File: config.mk
export PLATFORM = sky130hd
export DESIGN_NAME = ps2_rx_frame
export DESIGN_NICKNAME = d
export VERILOG_FILES = /design/src/rtl/ps2_pkg.sv /design/src/rtl/ps2_rx_fifo.sv /design/src/rtl/ps2_rx_frame.sv
export SDC_FILE = /design/constraint.sdc
export NUM_CORES = 1
export LEC_CHECK = 0
export ABC_CLOCK_PERIOD_IN_PS = 3900
export BUFFER_PORTS_ARGS = -buffer_cell sky130_fd_sc_hd__buf_4
export CORE_AREA = 2 2 119 92
export DETAILED_ROUTE_END_ITERATION = 16
export DIE_AREA = 0 0 121 94
export HOLD_SLACK_MARGIN = 0.02
export PLACE_DENSITY_LB_ADDON = 0.1
export SLEW_MARGIN = 20
export SYNTH_ARGS = -nofsm -noshare
export SYNTH_HDL_FRONTEND = slang
export SYNTH_HIERARCHICAL = 1
export SYNTH_SLANG_ARGS = --single-unit
File: constraint.sdc
create_clock -name clk_i -period 3.9 [get_ports clk_i]
set_clock_uncertainty 0.2 [all_clocks]
set_input_delay 0.195 -clock clk_i [delete_from_list [all_inputs] [get_ports clk_i]]
set_output_delay 0.195 -clock clk_i [all_outputs]
set_load 0.005 [all_outputs]
File: src/rtl/ps2_pkg.sv
// Shared types and helpers for the PS/2 receive path.
//   ps2_state_e   : receiver FSM states
//   FRAME_BITS    : start + 8 data + parity + stop
//   PAYLOAD_BITS  : scan-code width
//   odd_parity_ok : 1 when data plus parity carry an odd number of ones
package ps2_pkg;

   typedef enum logic [1:0] {
      IDLE  = 2'd0,
      DATA  = 2'd1,
      CHECK = 2'd2
   } ps2_state_e;

   localparam int FRAME_BITS   = 11;
   localparam int PAYLOAD_BITS = 8;

   function automatic logic odd_parity_ok(input logic [PAYLOAD_BITS-1:0] data,
                                          input logic                    parity);
      return ^{data, parity};
   endfunction

endpackage

File: src/rtl/ps2_rx_fifo.sv
// Show-ahead circular FIFO.
//   clk_i, reset_ni : clock, asynchronous active-low reset
//   push_i          : write push_data_i (ignored when full unless popping the same cycle)
//   full_o          : all DEPTH entries occupied
//   pop_i           : drop the head entry (ignored when empty)
//   empty_o         : no entries
//   pop_data_o      : head entry, read combinationally from storage
module ps2_rx_fifo #(
   parameter int DATA_W = 8,
   parameter int DEPTH  = 4
) (
   input  logic              clk_i,
   input  logic              reset_ni,
   input  logic              push_i,
   input  logic [DATA_W-1:0] push_data_i,
   output logic              full_o,
   input  logic              pop_i,
   output logic              empty_o,
   output logic [DATA_W-1:0] pop_data_o
);

   localparam int AW = $clog2(DEPTH);
   localparam logic [AW:0] FULL_CNT = DEPTH[AW:0];

   logic [DATA_W-1:0] mem_q [DEPTH];
   logic [AW-1:0]     wr_ptr_q;
   logic [AW-1:0]     rd_ptr_q;
   logic [AW:0]       count_q;
   logic              do_push;
   logic              do_pop;

   assign empty_o    = (count_q == '0);
   assign full_o     = (count_q == FULL_CNT);
   assign do_pop     = pop_i & ~empty_o;
   // A pop frees the slot the push needs, so push+pop on a full FIFO is accepted.
   assign do_push    = push_i & (~full_o | do_pop);
   assign pop_data_o = mem_q[rd_ptr_q];

   always_ff @(posedge clk_i or negedge reset_ni) begin
      if (!reset_ni) begin
         for (int i = 0; i < DEPTH; i++) begin
            mem_q[i] <= '0;
         end
         wr_ptr_q <= '0;
         rd_ptr_q <= '0;
         count_q  <= '0;
      end else begin
         if (do_push) begin
            mem_q[wr_ptr_q] <= push_data_i;
            wr_ptr_q        <= wr_ptr_q + 1'b1;
         end
         if (do_pop) begin
            rd_ptr_q <= rd_ptr_q + 1'b1;
         end
         case ({do_push, do_pop})
            2'b10:   count_q <= count_q + 1'b1;
            2'b01:   count_q <= count_q - 1'b1;
            default: count_q <= count_q;
         endcase
      end
   end

endmodule

File: src/rtl/ps2_rx_frame.sv
// PS/2 device-to-host frame receiver with input filtering, frame checks,
// inter-bit watchdog and a scan-code FIFO.
//   clk_i, reset_ni   : clock, asynchronous active-low reset
//   rx_en_i           : allows a new frame to start (looked at in IDLE only)
//   ps2c_i, ps2d_i    : raw PS/2 clock and data pins
//   rx_data_o         : FIFO head byte
//   rx_valid_o        : FIFO not empty
//   rx_ready_i        : consumer takes the head byte when rx_valid_o=1
//   parity_err_o      : pulse, frame dropped for bad parity
//   frame_err_o       : pulse, frame dropped for stop bit = 0
//   timeout_o         : pulse, frame abandoned by the watchdog
//   overflow_o        : pulse, good frame dropped because the FIFO was full
//   busy_o            : receiver not in IDLE
//
// state | meaning
// ------+------------------------------------------------------------
// IDLE  | waiting for a start-bit fall while rx_en_i=1
// DATA  | shifting data, parity and stop bits; watchdog running
// CHECK | one cycle: validate stop/parity, push byte or flag error
module ps2_rx_frame
   import ps2_pkg::*;
#(
   parameter int FILTER_LEN     = 8,
   parameter int TIMEOUT_CYCLES = 100000,
   parameter int FIFO_DEPTH     = 4
) (
   input  logic       clk_i,
   input  logic       reset_ni,
   input  logic       rx_en_i,
   input  logic       ps2c_i,
   input  logic       ps2d_i,
   output logic [7:0] rx_data_o,
   output logic       rx_valid_o,
   input  logic       rx_ready_i,
   output logic       parity_err_o,
   output logic       frame_err_o,
   output logic       timeout_o,
   output logic       overflow_o,
   output logic       busy_o
);

   localparam int SHIFT_W   = FRAME_BITS - 1;
   localparam int WD_W      = $clog2(TIMEOUT_CYCLES);
   localparam int WD_LAST_I = TIMEOUT_CYCLES - 1;
   localparam logic [WD_W-1:0] WD_LAST  = WD_LAST_I[WD_W-1:0];
   localparam logic [3:0]      BIT_LAST = 4'(FRAME_BITS - 2);

   logic                  c_meta_q, c_sync_q;
   logic                  d_meta_q, d_sync_q;
   logic [FILTER_LEN-1:0] filt_sr_q;
   logic                  filt_q, filt_d;
   logic                  fall;

   ps2_state_e            state_q, state_d;
   logic [3:0]            bit_cnt_q, bit_cnt_d;
   logic [SHIFT_W-1:0]    shift_q, shift_d;
   logic [WD_W-1:0]       wd_q, wd_d;

   logic                  perr_d, ferr_d, to_d, ovf_d;
   logic                  perr_q, ferr_q, to_q, ovf_q;
   logic                  push;
   logic                  pop;
   logic                  fifo_full;
   logic                  fifo_empty;

   // Filtered clock only moves once the whole window agrees.
   always_comb begin
      filt_d = filt_q;
      if (&filt_sr_q) begin
         filt_d = 1'b1;
      end else if (~|filt_sr_q) begin
         filt_d = 1'b0;
      end
   end

   assign fall = filt_q & ~filt_d;

   always_comb begin
      state_d   = state_q;
      bit_cnt_d = bit_cnt_q;
      shift_d   = shift_q;
      wd_d      = wd_q;
      perr_d    = 1'b0;
      ferr_d    = 1'b0;
      to_d      = 1'b0;
      push      = 1'b0;
      case (state_q)
         IDLE: begin
            if (fall && rx_en_i && !d_sync_q) begin
               shift_d   = '0;
               bit_cnt_d = '0;
               wd_d      = '0;
               state_d   = DATA;
            end
         end
         DATA: begin
            if (fall) begin
               // LSB-first: after ten shifts [7:0]=data, [8]=parity, [9]=stop.
               shift_d   = {d_sync_q, shift_q[SHIFT_W-1:1]};
               bit_cnt_d = bit_cnt_q + 4'd1;
               wd_d      = '0;
               if (bit_cnt_q == BIT_LAST) begin
                  state_d = CHECK;
               end
            end else if (wd_q == WD_LAST) begin
               to_d    = 1'b1;
               state_d = IDLE;
            end else begin
               wd_d = wd_q + 1'b1;
            end
         end
         CHECK: begin
            state_d = IDLE;
            if (!shift_q[SHIFT_W-1]) begin
               ferr_d = 1'b1;
            end else if (!odd_parity_ok(shift_q[PAYLOAD_BITS-1:0], shift_q[PAYLOAD_BITS])) begin
               perr_d = 1'b1;
            end else begin
               push = 1'b1;
            end
         end
         default: state_d = IDLE;
      endcase
   end

   assign pop   = rx_valid_o & rx_ready_i;
   assign ovf_d = push & fifo_full & ~pop;

   always_ff @(posedge clk_i or negedge reset_ni) begin
      if (!reset_ni) begin
         c_meta_q  <= 1'b1;
         c_sync_q  <= 1'b1;
         d_meta_q  <= 1'b1;
         d_sync_q  <= 1'b1;
         filt_sr_q <= '1;
         filt_q    <= 1'b1;
         state_q   <= IDLE;
         bit_cnt_q <= '0;
         shift_q   <= '0;
         wd_q      <= '0;
         perr_q    <= 1'b0;
         ferr_q    <= 1'b0;
         to_q      <= 1'b0;
         ovf_q     <= 1'b0;
      end else begin
         c_meta_q  <= ps2c_i;
         c_sync_q  <= c_meta_q;
         d_meta_q  <= ps2d_i;
         d_sync_q  <= d_meta_q;
         filt_sr_q <= {filt_sr_q[FILTER_LEN-2:0], c_sync_q};
         filt_q    <= filt_d;
         state_q   <= state_d;
         bit_cnt_q <= bit_cnt_d;
         shift_q   <= shift_d;
         wd_q      <= wd_d;
         perr_q    <= perr_d;
         ferr_q    <= ferr_d;
         to_q      <= to_d;
         ovf_q     <= ovf_d;
      end
   end

   ps2_rx_fifo #(
      .DATA_W (PAYLOAD_BITS),
      .DEPTH  (FIFO_DEPTH)
   ) u_fifo (
      .clk_i       (clk_i),
      .reset_ni    (reset_ni),
      .push_i      (push),
      .push_data_i (shift_q[PAYLOAD_BITS-1:0]),
      .full_o      (fifo_full),
      .pop_i       (pop),
      .empty_o     (fifo_empty),
      .pop_data_o  (rx_data_o)
   );

   assign rx_valid_o   = ~fifo_empty;
   assign parity_err_o = perr_q;
   assign frame_err_o  = ferr_q;
   assign timeout_o    = to_q;
   assign overflow_o   = ovf_q;
   assign busy_o       = (state_q != IDLE);

endmodule
==> results of run 1 <==
==> power breakdown <==
part           internal (mW)  leakage (nW)  switching (mW)
registers              0.972          1.13           0.106
logic                  0.116         0.961          0.0920
clock network          0.555         0.157           0.372
==> synth_stat cells, types with 3 or more instances <==
library cell   n
mux4_2         8
a21oi_1        9
a22oi_1        3
inv_1         14
nor2b_1        6
nand3_1        6
and4_1         3
mux2_2        34
nor4_1         4
nor3_1         9
xnor2_1        8
xor2_1         5
a21o_1         3
dfstp_2       13
ha_1           8
dfrtp_1       76
nand4_1        9
clkbuf_1       7
nand2b_1       3
nor2_2         5
nand2_1       18
nor2_1         8
o21ai_0        8
a31oi_1        3
a41oi_1        3
o211ai_1       3
a22o_1        14
and3_1         5
buf_2          3
==> state kept, by name (all words and copies together), names as in the netlist, 2 cells and up <==
register / cells
bit_cnt_q: 4
filt_sr_q: 8
shift_q: 10
state_q: 2
u_fifo/count_q: 3
u_fifo/mem_q: 32
u_fifo/rd_ptr_q: 2
u_fifo/wr_ptr_q: 2
wd_q: 17
==> per-layer routing <==
layer	vias to the layer above	part of all wire	global-route usage
met5	-	0	0
met4	0	0.0039	0.0359
met3	4	0.059	0.0583
met2	67	0.42	0.230
met1	1423	0.52	0.283
li1	1336	-	-
==> final timing paths <==
kind,slack (ns),depth (start not counted),to,start
max,0.84,11,u_fifo/count_q[2]$_DFFE_PN0P_,shift_q[4]$_DFFE_PN0P_
min,0.16,0,d_sync_q$_DFF_PN1_,d_meta_q$_DFF_PN1_
max reg2reg,0.84,11,u_fifo/count_q[2]$_DFFE_PN0P_,shift_q[4]$_DFFE_PN0P_
min reg2reg,0.16,0,d_sync_q$_DFF_PN1_,d_meta_q$_DFF_PN1_
max in group asynchronous,2.33,3,d_sync_q$_DFF_PN1_,reset_ni
min in group asynchronous,0.31,2,wd_q[12]$_DFFE_PN0P_,reset_ni
==> stage by stage <==
| step | total power [mW] | worst slack (ns) | hold slack [ns] |
|---|---|---|---|
| finish | 2.21 | 0.837 | 0.157 |
| global route | 2.31 | 0.600 | 0.159 |
| CTS | 2.24 | 0.853 | 0.158 |
| detailed placement | 1.30 | 0.898 | 0.104 |
| global placement | 1.30 | 0.936 | 0.104 |
| floorplan | 1.23 | 1.14 | -0.301 |
==> layout make-up <==
type,count,share of cell area
sequential,89,0.455
clock buffer,11,0.0536
clock inverter,5,0.0122
multi-input combinational,226,0.392
inverter,14,0.0107
tap,136,0.0345
timing repair buffer,26,0.0411
==> logic make-up (layout without fill, tap and decap cells) <==
logic type,after synthesis,after routing
flops,89,89
fa+ha+maj,9,9
compound gates,62,62
simple gates,95,95
mux,46,46
buf+inv,28,56
xor+xnor,14,14
==> impl.org, run 1 <==
** Status
- Status :: complete, no violations

** Placement
- After legalization and detailed placement, the total HPWL measured 5810 microns.
- The count of buffers added on input and output ports is 19.
- Including well taps, the total number of placed cells is 488.
- The placed instances occupy a cell area of 4570 sq um.
- At the end of routability-driven placement, the weighted congestion stood at 0.798.

** Global routing
- Entering global routing, the biggest net connects 69 pins.
- Global-route wire length before repair :: 15300 microns
- The via count of the first global-routing pass is 2775.
- In the global route stage, overall resource usage came out at 0.178.
- The total overflow left after global routing is 0.
- The number of antenna violations at the first check in global routing is 0.

** Worst setup path
- Kind of cell adding the most delay to the critical path :: XOR/XNOR gates
- By instance count, the cell type seen most on the critical path is xor2_1.
- Critical Setup Path Class :: reg -> reg
- CP Buf/Inv Count :: 1
- In this run the worst path has a maximum fanout of 7.
- The critical path goes through xor2_1, xnor3_1, xnor2_1, nor2_1, or2b_2, ha_1, inv_1, fa_1, xor2_1, nor2_1, xor2_1.
- STA classifies the critical path endpoint as a flip-flop.
- Kind of start point of the critical path :: flip-flop
- On the critical path, the stage with the largest delay is an instance of dfrtp_1.
- Arrival time reported for the critical path endpoint :: 3.13 ns
- Max stage delay on crit path :: approximately 0.46 ns
- Crit path required time :: ~4.0 ns

** Timing
- Final critical delay including setup and external delays :: 3.06 ns
- Number of hold violations in the final report :: 0
- Max-slew violations :: 0
- For the pin with the worst max-slew slack, the measured transition is 0.875 ns.
- Static timing analysis puts the maximum clock frequency at approximately 330 MHz.
- Setup violations remaining at the end of the flow were counted as 0.
- After routing, the total negative slack on setup checks comes to 0 ns.
- Measured against its own limit, the worst slew margin works out to 0.417.
- Setup repair after global routing left no endpoint under its margin.
- Post-route clock period utilization :: 0.785

** Clock network
- Clk Latency, worst-skew pair :: 0.34 ns
- The clock net in this run drives a total of between 80 and 90 sinks.
- Root cell of the clock tree :: clkbuf_16
- TritonCTS clock tree :: done
- Number of cells upsized or downsized after cts :: 0
- In this run the post-CTS setup repair buffer count came out at 0.
- After clock tree synthesis, the clock-pin slew on the worst setup and hold paths is approximately 0.06 ns.
- The clock tree synthesis step divided the H-tree into 3 levels.
- The clock passes through at most 2 buffers.
- Clock buffers created by TritonCTS :: 9
- Total of hold buffers inserted after clock tree synthesis :: 3

** Floorplan
- FP Rows :: 32
- Starting density of the core :: 0.424
- Die area :: 11400 sq um
- Die span in x :: 121 microns
- The floorplan step set the die height to 94 microns.
- After floorplanning, the core was sized to cover 10100 sq um.
- Number of primary I/O pins :: 20

** Detailed routing
- Pre-antenna DRT Iters :: 5
- The detailed router finished its first iteration with 199 violations.
- Number of DRC violations after detailed routing :: 0
- Drt wl/cell :: 17.8 microns
- The count of nets left with antenna violations once routing finished came out at 0.
- Summing over every cut layer, the via total after detailed routing is 2830.
- Final routed wirelength across all metal layers :: 9010 microns
- After detailed routing, the number of vias per cell comes to about 5.6.

** Logic synthesis
- Mux share of post-synthesis cell area :: 0.141
- For this run, the number of Yosys warnings is 6.
- Share of Yosys cell area claimed by the top area cell type :: 0.443
- Seq cells post-synth :: approximately 90
- Of the total synthesized cell area, the portion taken by full adders, half adders and majority gates is 0.0280.
- Synthesis produced a netlist with a net count of 358.
- The compound-cell area share of the yosys netlist was 0.107.
- Counting every instance in the synthesized netlist gives 343.
- The synthesized design contains 0 enable-type register cells.
- Avg Synthesized Cell Area :: 12.5 sq um
- Of the total synthesized cell area, the portion taken by XOR and XNOR cells is 0.0317.
- The share of the Yosys chip area taken by registers is 0.522.
- Count of cell types in the netlist :: 65
- Among all flip-flop cells after synthesis, the most frequent one is dfrtp_1.
- After synthesis, the largest family of logic cells by area is simple AND/OR/NAND/NOR gates.
- Dominant cells by area after synthesis :: dfrtp_1 (44%), mux2_2 (8.9%), dfstp_2 (7.9%)
- Cell accounting for the most synthesized area :: dfrtp_1
- Netlist Area Pre-Place :: roughly 4300 sq um
- Share of synthesized registers carrying an async set or reset :: 1.00
- Of the total synthesized cell area, the portion taken by AND, OR, NAND and NOR gates is 0.142.

** Finish
- Final layout net count :: roughly 380
- Most common library cell in the layout ignoring fill and taps :: dfrtp_1
- Register cell area after layout :: 2240 sq um
- Highest-count cells in the layout ignoring fill and taps :: dfrtp_1 (76), mux2_2 (34), buf_4 (23), nand2_1 (18)
- Relative to the synthesized area, the layout overhead comes to 14.6%.
- For this run, the share of the core covered by cells in the final layout is 0.486.
- Area of the multi-input gates :: slightly below 2000 sq um
- Fraction of final layout cells with drive strength greater than 1 :: 0.296
- Count of inserted antenna diode cells :: 0
- The count of cells in the finished layout, fillers not included, comes to 507.
- Fillcell total :: 944
- After routing the design area is 4930 sq um.

** Run
- Max-Cap Viols :: 0

** Power
- Peak supply drop :: roughly 310 uV
- In this run the power density over the cells is 449 nW/um^2.
- For this design the static power due to leakage is 2.24 nW.

** Min path
- Hold WC Path Type :: reg -> reg
Power figures use the tool's default switching activity.
==> run 2: changes to the inputs <==
ABC_AREA = 1   (was default)
ABC_CLOCK_PERIOD_IN_PS = 3100   (was 3900)
CORE_AREA = 2 2 125 96   (was 2 2 119 92)
DIE_AREA = 0 0 127 98   (was 0 0 121 94)
clock period = 3.1 ns   (was 3.9 ns; I/O delays follow)
==> run 2 against run 1 <==
Die area increased by 9.4%. Synthesized area up 10%. Non-clock buffer count up 2. Count of clock-buffer cells in the layout grew 1. Fmax rose by 14%. Wire length grew 24%. Sequential power grew 51%. Combinational power grew to 5.9 times the previous value. Sequential share of layout area fell by 3.1 points. Critical path type unchanged. Largest cell class unchanged. Setup slack lost 0.43 ns. Utilization shrank 2.0 points.
==> impl.org, run 2 <==
** Logic synthesis
- Of the post-synthesis cell area, the dominant cell type holds 0.402.
- For this run, the leading register cell type out of synthesis is dfrtp_1.
- By count the netlist is led by nand2_1 (219), dfrtp_1 (76), nor2_1 (56).
- Share of synthesized registers carrying an async set or reset :: 1.00
- Counting every net in the synthesized netlist gives 618.
- Count of cell types in the netlist :: 29
- Avg Synthesized Cell Area :: 7.85 sq um
- In this run, synthesis inferred 0 flip-flops with an integrated enable.
- In this run the cell area of the synthesized design comes to 4730 sq um.
- Number of standard cells after synthesis :: around 600
- For this run, the register share of the synthesized area comes to 0.474.
- The most common cell in the synthesized netlist is nand2_1.
- The largest total area in the synthesized netlist belongs to dfrtp_1.
- Seq cells post-synth :: 89
- For this run, the number of Yosys warnings is 6.
- Dominant cells by area after synthesis :: dfrtp_1 (40%), nand2_1 (17%), dfstp_2 (7.2%)

** Clock network
- Setup bufs post-CTS :: 0
- Clk Latency, worst-skew pair :: 0.34 ns
- TritonCTS built the clock tree.
- Root cell of the clock tree :: clkbuf_16
- Clock buffers created by TritonCTS :: 9
- Clock input transition at the sequential cells of the worst setup and hold paths :: approximately 0.060 ns
- The clock drives 89 sinks.
- Buffer depth of the longest clock path :: 2
- In this run the number of H-tree levels came out at 3.

** Floorplan
- After floorplanning, the core was divided into 34 placement rows.
- Die area :: ~12000 sq um
- 20 I/O pins were placed.
- The die is 127 microns wide.
- The die is slightly below 100 microns tall.
- Starting density of the core :: 0.418
- In this run the standard cell core region covers about 11000 sq um.

** Detailed routing
- Final routed wirelength across all metal layers :: 11100 microns
- After detailed routing, the met2 layer carries 4350 microns of wire.
- Via count :: roughly 3900
- Met1 routed wirelength after detailed routing :: 6110 microns
- For this run, design rule violations remaining after detail routing come to 0.
- The routed design uses just under 600 microns of met3 wire.
- After detailed routing, the average wire length per cell comes to about 15 microns.
- Top layer in use :: met4
- The first TritonRoute pass finished after 5 iterations.
- Number of vias per cell after detailed routing :: 5.10
- In this run the remaining antenna-violating nets after routing total 0.
- In this run, the number of DRC markers left after iteration 0 of detailed routing was 342.

** Power
- Peak supply drop :: 408 uV
- Summed over all cells, the static leakage comes to approximately 2.7 nW.
- PD cells :: around 750 nW/um^2

** Placement
- The congestion estimate from routability-driven global placement came to 0.870.
- Detailed placement ended at an HPWL of 7460 microns.
- Before CTS, the worst setup slack after placement is around 0.44 ns.
- Buffers on Ports :: 19

** Timing
- Measured against its own limit, the worst slew margin works out to 0.487.
- The max-slew violation count came to 0.
- Final worst setup slack :: between 0.4 and 0.5 ns
- Setup violations remaining at the end of the flow were counted as 0.
- The final count of hold timing violations came to 0.
- Post-route clock period utilization :: 0.870
- Final critical delay including setup and external delays :: ~2.7 ns
- Transition time of the tightest slew-check pin :: 0.770 ns
- Summed over all failing endpoints, the final setup total negative slack is 0 ns.
- Maximum achievable frequency :: 371 MHz
- RSZ-0062 raised after global routing :: no

** Worst setup path
- The worst setup path is launched from a flip-flop.
- Most frequent cell on the critical path :: nand2_1
- The largest individual stage delay along the critical path comes from the cell dfrtp_1.
- Type of destination of the critical path :: flip-flop
- STA puts the critical path data required time at 3.13 ns.
- The largest single stage delay on the critical path is about 0.55 ns.
- For the worst setup path, the data arrival time is about 2.7 ns.
- Max Fanout on Critical Path :: 8
- Critical Setup Path Class :: reg -> reg
- The critical path goes through xor2_1, nand2_1, nand2_1, nand2_1, nand2_1, nand2_1, nand3_1, inv_1, nand2_1, ha_1, inv_1, fa_1, nand2_1, nand3b_1, xor2_1.

** Finish
- Number of flip-flops under the largest register name :: 32
- The area growth from synthesis to layout is 11.6%.
- The final layout contains ~630 nets.
- Ranked by flip-flop count, first place goes to u_fifo/mem_q.
- Highest-count cells in the layout ignoring fill and taps :: nand2_1 (219), dfrtp_1 (76), nor2_1 (56), inv_1 (51), nand4_1 (46)
- The largest registers in the layout are u_fifo/mem_q (32), wd_q (17), shift_q (10).
- Count of inserted antenna diode cells :: 0
- Measured on the finished design, the core utilization comes to 0.467.
- Leaving out fill and tap cells, the most frequent cell in the layout is nand2_1.
- Fraction of final layout cells with drive strength greater than 1 :: 0.122

** Status
- Status :: complete, no violations

** Global routing
- Global-route usage over all layers :: 0.194
- Gr ovfl total :: 0
- The via count of the first global-routing pass came to approximately 3600.
- The first global-routing pass estimated 19000 microns of wire.
- Number of antenna violations at the first check in global routing :: 0
- Entering global routing, the biggest net connects 83 pins.

** Run
- Max-cap violations in this run came to 0.

** Min path
- The path class of the tightest hold or removal check is reg -> reg.
run 2: cell types whose count changed after synthesis, sizes merged, moves of 8 or more:
cell,before,now
nand2,18,223
nor2,13,64
inv,14,53
nand4,9,46
mux2,36,0
nand3,7,40
a22o,14,0
buf,7,21
o21ai,8,22
mux4,8,0
run 2: power by group:
| group | leakage, nW | internal (mW) | switching [mW] |
|---|---|---|---|
| sequential | 1.17 | 1.34 | 0.283 |
| clock | 0.143 | 0.649 | 0.460 |
| combinational | 1.40 | 0.483 | 0.741 |
| total | 2.71 | 2.47 | 1.48 |
run 2: routing by layer:
metal	vias up	track usage
li1	1969	-
met4	0	0.0431
met3	7	0.0548
met2	105	0.259
met5	-	0
met1	1833	0.309
run 2: kinds of logic (layout without fill, tap and decap cells):
logic type | count (synthesis) | in the layout | synth area share
simple gates | 378 | 378 | 0.356
flops | 89 | 89 | 0.474
buf+inv | 76 | 97 | 0.0745
compound gates | 33 | 33 | 0.0373
xor+xnor | 18 | 18 | 0.0333
fa+ha+maj | 9 | 9 | 0.0254
run 2: worst paths after layout:
path	start	end	slack [ns]	cells after the start
min in group asynchronous	reset_ni	u_fifo/rd_ptr_q[1]$_DFFE_PN0P_	0.24	2
max reg2reg	shift_q[4]$_DFFE_PN0P_	u_fifo/count_q[2]$_DFFE_PN0P_	0.40	15
max in group asynchronous	reset_ni	filt_sr_q[1]$_DFF_PN1_	1.80	3
max	shift_q[4]$_DFFE_PN0P_	u_fifo/count_q[2]$_DFFE_PN0P_	0.40	15
min	c_meta_q$_DFF_PN1_	c_sync_q$_DFF_PN1_	0.16	0
min reg2reg	c_meta_q$_DFF_PN1_	c_sync_q$_DFF_PN1_	0.16	0
run 2: metrics by stage:
stage | cells | power [mW] | cell area, sq um | hold slack [ns]
CTS | 768 | 3.99 | 5280 | 0.156
global placement | 748 | 2.84 | 4940 | 0.0643
finish | 768 | 3.96 | 5280 | 0.156
detailed placement | 748 | 2.86 | 4940 | 0.0646
global route | 768 | 4.28 | 5280 | 0.163
floorplan | 603 | 2.50 | 4730 | -0.341
run 2: layout make-up:
| type | count | area (sq um) |
|---|---|---|
| sequential | 89 | 2240 |
| multi-input combinational | 438 | 2140 |
| timing repair buffer | 28 | 224 |
| clock buffer | 12 | 246 |
| inverter | 53 | 199 |
| fill | 1124 | 6030 |
| clock inverter | 4 | 51.3 |
| tap | 144 | 180 |
run 2: repair_timing:
item | CTS | global route
hold buffers | 4 | 0
resized for setup | 0 | 0
hold endpoints to repair | 79 | 0
endpoints found under the setup margin | 0 | 0
run 2: critical path: cells and delay by family, from the launching register on:
family                     cells  cell delay, ns
xor gates and xnor gates       2            0.37
adders and majority gates      2            0.56
buffers and inverters          2            0.13
DFF                            1            0.55
and+or+nand+nor                9            0.77
